[src/rtl/segway_pkg.sv]
// Shared types and default thresholds for the segway rider/steer/battery logic.
package segway_pkg;

  typedef enum logic [1:0] {
    IDLE     = 2'd0,
    WAIT     = 2'd1,
    STEER_EN = 2'd2
  } steer_state_t;

  localparam logic [11:0] MIN_RIDER_WT_DEF = 12'h200;
  localparam logic [11:0] WT_HYST_DEF      = 12'h040;
  localparam logic [11:0] BATT_LOW_DEF     = 12'h800;
  localparam logic [11:0] BATT_HYST_DEF    = 12'h040;

endpackage

[src/rtl/steer_en_ctrl_persist.sv]
// Persistence filter: flag toggles once the opposing condition holds 2^WIDTH samples.
module persist_filter #(
  parameter int WIDTH = 8
) (
  input  logic clk,
  input  logic rst_n,
  input  logic set_cond,
  input  logic clr_cond,
  output logic flag
);

  logic [WIDTH-1:0] cnt;
  logic             cand;

  // the condition that would move the flag away from its current value
  assign cand = flag ? clr_cond : set_cond;

  always_ff @(posedge clk or negedge rst_n) begin
    if (!rst_n) begin
      cnt  <= '0;
      flag <= 1'b0;
    end else if (!cand) begin
      cnt <= '0;
    end else if (&cnt) begin
      cnt  <= '0;
      flag <= ~flag;
    end else begin
      cnt <= cnt + WIDTH'(1);
    end
  end

endmodule

[src/rtl/steer_en_ctrl.sv]
// Rider presence / balance FSM with stability timer, plus filtered battery-low flag.
module steer_en_ctrl
  import segway_pkg::*;
#(
  parameter bit          FAST_SIM     = 1'b0,
  parameter int          TMR_BITS     = 26,
  parameter logic [11:0] MIN_RIDER_WT = MIN_RIDER_WT_DEF,
  parameter logic [11:0] WT_HYST      = WT_HYST_DEF,
  parameter logic [11:0] BATT_LOW     = BATT_LOW_DEF,
  parameter logic [11:0] BATT_HYST    = BATT_HYST_DEF,
  parameter int          BATT_FILT    = 8
) (
  input  logic        clk,
  input  logic        rst_n,
  input  logic [11:0] lft_ld,
  input  logic [11:0] rght_ld,
  input  logic [11:0] batt,
  output logic        en_steer,
  output logic        rider_off,
  output logic        batt_low
);

  localparam int TW = FAST_SIM ? 15 : TMR_BITS;

  localparam logic [12:0] WT_HI = {1'b0, MIN_RIDER_WT} + {1'b0, WT_HYST};
  localparam logic [12:0] WT_LO = {1'b0, MIN_RIDER_WT} - {1'b0, WT_HYST};
  localparam logic [12:0] BATT_OK = {1'b0, BATT_LOW} + {1'b0, BATT_HYST};

  steer_state_t state, state_nxt;
  logic [TW-1:0] tmr, tmr_nxt;

  logic [12:0] sum, diff, q, f;
  logic [11:0] diff_raw;
  logic        present, diff_gt_1_4, diff_gt_15_16;

  assign sum      = {1'b0, lft_ld} + {1'b0, rght_ld};
  assign diff_raw = (lft_ld >= rght_ld) ? (lft_ld - rght_ld) : (rght_ld - lft_ld);
  assign diff     = {1'b0, diff_raw};
  assign q        = sum >> 2;
  assign f        = sum - (sum >> 4);

  assign diff_gt_1_4   = diff > q;
  assign diff_gt_15_16 = diff > f;
  // higher threshold to get on than to stay on
  assign present       = (state == IDLE) ? (sum > WT_HI) : (sum > WT_LO);

  always_ff @(posedge clk or negedge rst_n) begin
    if (!rst_n) begin
      state <= IDLE;
      tmr   <= '0;
    end else begin
      state <= state_nxt;
      tmr   <= tmr_nxt;
    end
  end

  always_comb begin
    state_nxt = state;
    tmr_nxt   = tmr;
    case (state)
      IDLE: begin
        if (present) begin
          state_nxt = WAIT;
          tmr_nxt   = '0;
        end
      end
      WAIT: begin
        if (!present)         state_nxt = IDLE;
        else if (diff_gt_1_4) tmr_nxt   = '0;
        else if (&tmr)        state_nxt = STEER_EN;
        else                  tmr_nxt   = tmr + TW'(1);
      end
      STEER_EN: begin
        if (!present) begin
          state_nxt = IDLE;
        end else if (diff_gt_15_16) begin
          state_nxt = WAIT;
          tmr_nxt   = '0;
        end
      end
      default: state_nxt = IDLE;
    endcase
  end

  assign en_steer  = (state == STEER_EN);
  assign rider_off = (state == IDLE);

  persist_filter #(.WIDTH(BATT_FILT)) u_batt_filt (
    .clk      (clk),
    .rst_n    (rst_n),
    .set_cond ({1'b0, batt} < {1'b0, BATT_LOW}),
    .clr_cond ({1'b0, batt} >= BATT_OK),
    .flag     (batt_low)
  );

endmodule

[config.mk]
export PLATFORM = sky130hd
export DESIGN_NAME = steer_en_ctrl
export DESIGN_NICKNAME = d
export VERILOG_FILES = /design/src/rtl/segway_pkg.sv /design/src/rtl/steer_en_ctrl_persist.sv /design/src/rtl/steer_en_ctrl.sv
export SDC_FILE = /design/constraint.sdc
export NUM_CORES = 1
export LEC_CHECK = 0
export ABC_AREA = 1
export CAP_MARGIN = 10
export CORE_MARGIN = 4
export CORE_UTILIZATION = 70
export DETAILED_ROUTE_END_ITERATION = 12
export DONT_BUFFER_PORTS = 1
export HOLD_SLACK_MARGIN = 0.06
export PLACE_DENSITY = 0.93
export SLEW_MARGIN = 30
export SYNTH_ARGS = -nofsm -noshare
export SYNTH_HDL_FRONTEND = slang
export SYNTH_SLANG_ARGS = --single-unit
[constraint.sdc]
create_clock -name clk -period 5.4 [get_ports clk]
set_input_delay 0.54 -clock clk [delete_from_list [all_inputs] [get_ports clk]]
set_output_delay 0.54 -clock clk [all_outputs]
set_load 0.05 [all_outputs]
==> out/results.ini <==
[run_status]
outcome=finished, final reports clean

[sta]
slew_viol_final=0
rsz0062_at_grt=no
whs_ps=69.2
hold_viol=0
finalSetupViolations=0
clock.fmax_mhz=202
slew_headroom=0.356
setup_tns_ps=0
tightestPinTransition_ps=963
fin_crit_ps=4950
fin_crit_sh=0.916
fin_skew_ps=6.29

[floorplanning]
placementRows=31
die_w_um=96.1
fp.coreArea_um2=7410
pin_count=41
die_h_um=96.1
start_util=0.733
die_area_um2=9230

[placement]
port_buffers=0
place_area_um2=5510
dp_hpwl_mm=10.7
place.gp.congestion=0.992

[worst_setup_path]
end_kind=flop
r2r_cells=19
start_kind=primary input
regToRegStartpoint=tmr[0]$_DFFE_PN0P_
slowest_delay_ps=420
path_max_fanout=27
timing.critical_path.buf_inv=1
reg2reg_slack_ps=2390
crit_slowest_cell=fa_1
cp.required_ps=5580
r2r_end=tmr[3]$_DFFE_PN0P_
criticalPathCategory=primary input to flop
cp_data_arrival_time_ps=5130
cp_top_family=simple AND/OR/NAND/NOR gates
crit_top_cell=nand2_1

[logic_synthesis]
synth_edf_count=0
syn_area_um2=5430
synth_cells=879
ys_warn_count=0
syn_area_per_cell_um2=6.18
async_flop_share=1.00
yosys_most_used_dff=dfrtp_1
synth_nets=987
synth_cell_types=44
synth-seq-area-share=0.170
yosys_register_bits=37

[global_routing]
grt_pass1_wl_mm=23.5
grt_max_degree=38
grt_pass1_vias=5461
grt_usage=0.311
antenna_found_initial=0
grt_remaining_overflow=0

[power_and_ir_drop]
powerDensity_nw_per_um2=269
irDropWorstVdd_mv=0.168
power_leakage_nw=3.12

[cts]
htreeDepth=2
clkLatencyLatePin_ps=290
cts_tree=yes
cts_sinks=37
clkTransAtPathRegs_ps=80
cts_root_buf=clkbuf_8
post_cts_buffers=0
numCtsBuffers=5
clockBufferDepth=2

[finish]
area.growth.synth_to_final_pct=4.33
antenna_cells=0
fin_util=0.765
drive_above_1_share=0.0489
fill_cells=589
design_area_um2=5670
nets=986

[run]
drv_cap=0

[detailed_routing]
firstDrtPassIters=5
wl_per_cell_um=13.9
drtAntennaViolNets=0
drc=0
drt_iter0_drc=583
avgViaCountPerCell=5.77
wirelength_mm=13.6
dr_total_vias=5640

[hold_path]
min_path_type=primary input to asynchronous set/reset pin

==> logic make-up after synthesis <==
group / count (synthesis) / synth area share
AOI/OAI and AO/OA: 76 / 0.0799
xor gates and xnor gates: 32 / 0.0516
adders and majority gates: 70 / 0.167
buffers and inverters: 155 / 0.118
DFF: 37 / 0.170
and+or+nand+nor: 509 / 0.413
==> placed cells by master (no fill, tap or decap), types with 3 or more instances in the layout <==
master,instances
nand4_1,16
dfrtp_1,37
fa_1,4
inv_1,133
nand3_2,4
nor2_4,3
nor3b_1,3
buf_4,9
nand3b_1,4
nand2_2,3
o21ai_0,16
nor2_1,74
clkbuf_8,5
ha_1,66
and2_1,4
a31oi_1,7
xnor2_1,10
inv_2,3
nand3_1,93
nor2_2,5
a21oi_1,35
o21ai_1,3
nor3_1,20
nand2_1,272
xor2_1,22
==> area by class of cell <==
type / instances / area, µm² / area share
multi-input combinational: 687 / 3860 / 0.682
timing repair buffer: 11 / 108 / 0.0190
sequential: 37 / 926 / 0.163
tap: 99 / 124 / 0.0219
clock buffer: 5 / 68.8 / 0.0121
inverter: 136 / 510 / 0.0901
clock inverter: 3 / 65.1 / 0.0115
==> flip-flops by register name (all words and copies together), names as in the netlist <==
name / cells
u_batt_filt.cnt: 8
state: 2
u_batt_filt.flag: 1
tmr: 26
==> worst max path at each step <==
stage                         start                  to  slack [ps]  cells after the start
after global routing      lft_ld[0]  tmr[2]$_DFFE_PN0P_          40                     28
after CTS                 lft_ld[0]  tmr[2]$_DFFE_PN0P_         490                     28
final                     lft_ld[0]  tmr[3]$_DFFE_PN0P_         450                     28
after detailed placement  lft_ld[0]  tmr[5]$_DFFE_PN0P_         210                     28
after floorplan           lft_ld[0]  tmr[7]$_DFFE_PN0P_         700                     29
after global placement    lft_ld[0]  tmr[5]$_DFFE_PN0P_         340                     28
==> cells in the mapped netlist, types with 3 or more instances <==
library cell | count | area (µm²)
a21oi_1 | 35 | 175
a31oi_1 | 7 | 43.8
and2_1 | 4 | 25.0
buf_2 | 7 | 35.0
buf_4 | 8 | 60.1
buf_6 | 3 | 33.8
dfrtp_1 | 37 | 926
fa_1 | 4 | 80.1
ha_1 | 66 | 826
inv_1 | 133 | 499
inv_2 | 3 | 11.3
nand2_1 | 272 | 1020
nand2_2 | 3 | 18.8
nand3_1 | 93 | 465
nand3_2 | 4 | 40.0
nand3b_1 | 4 | 30.0
nand4_1 | 16 | 100
nor2_1 | 75 | 282
nor2_2 | 4 | 25.0
nor2_4 | 3 | 33.8
nor3_1 | 20 | 100
nor3b_1 | 3 | 22.5
o21ai_0 | 16 | 80.1
o21ai_1 | 3 | 15.0
xnor2_1 | 10 | 87.6
xor2_1 | 22 | 193
==> what timing repair did <==
| action | in CTS | in global routing |
|---|---|---|
| endpoints found under the hold margin | 37 | 0 |
| hold buffers | 1 | 0 |
| resized for setup | 0 | 0 |
==> through the flow <==
step	setup WS, ps	std cells	power [W]
detailed placement	212	969	0.00121
global route	37.2	978	0.00166
CTS	487	978	0.00151
global placement	341	969	0.00116
finish	452	978	0.00152
floorplan	700	879	0.00104
==> where the power goes <==
group | internal, W | leakage [nW] | switching [W]
sequential | 0.000292 | 0.507 | 0.0000176
clock | 0.000184 | 0.0681 | 0.000105
combinational | 0.000319 | 2.54 | 0.000605
==> per-layer routing <==
metal / vias up / track usage / share of wire
li1: 2795 / - / -
met1: 2547 / 0.425 / 0.43
met2: 271 / 0.522 / 0.47
met3: 27 / 0.0461 / 0.087
met4: 0 / 0.0640 / 0.014
met5: - / 0 / 0
Power figures use the tool's default switching activity.
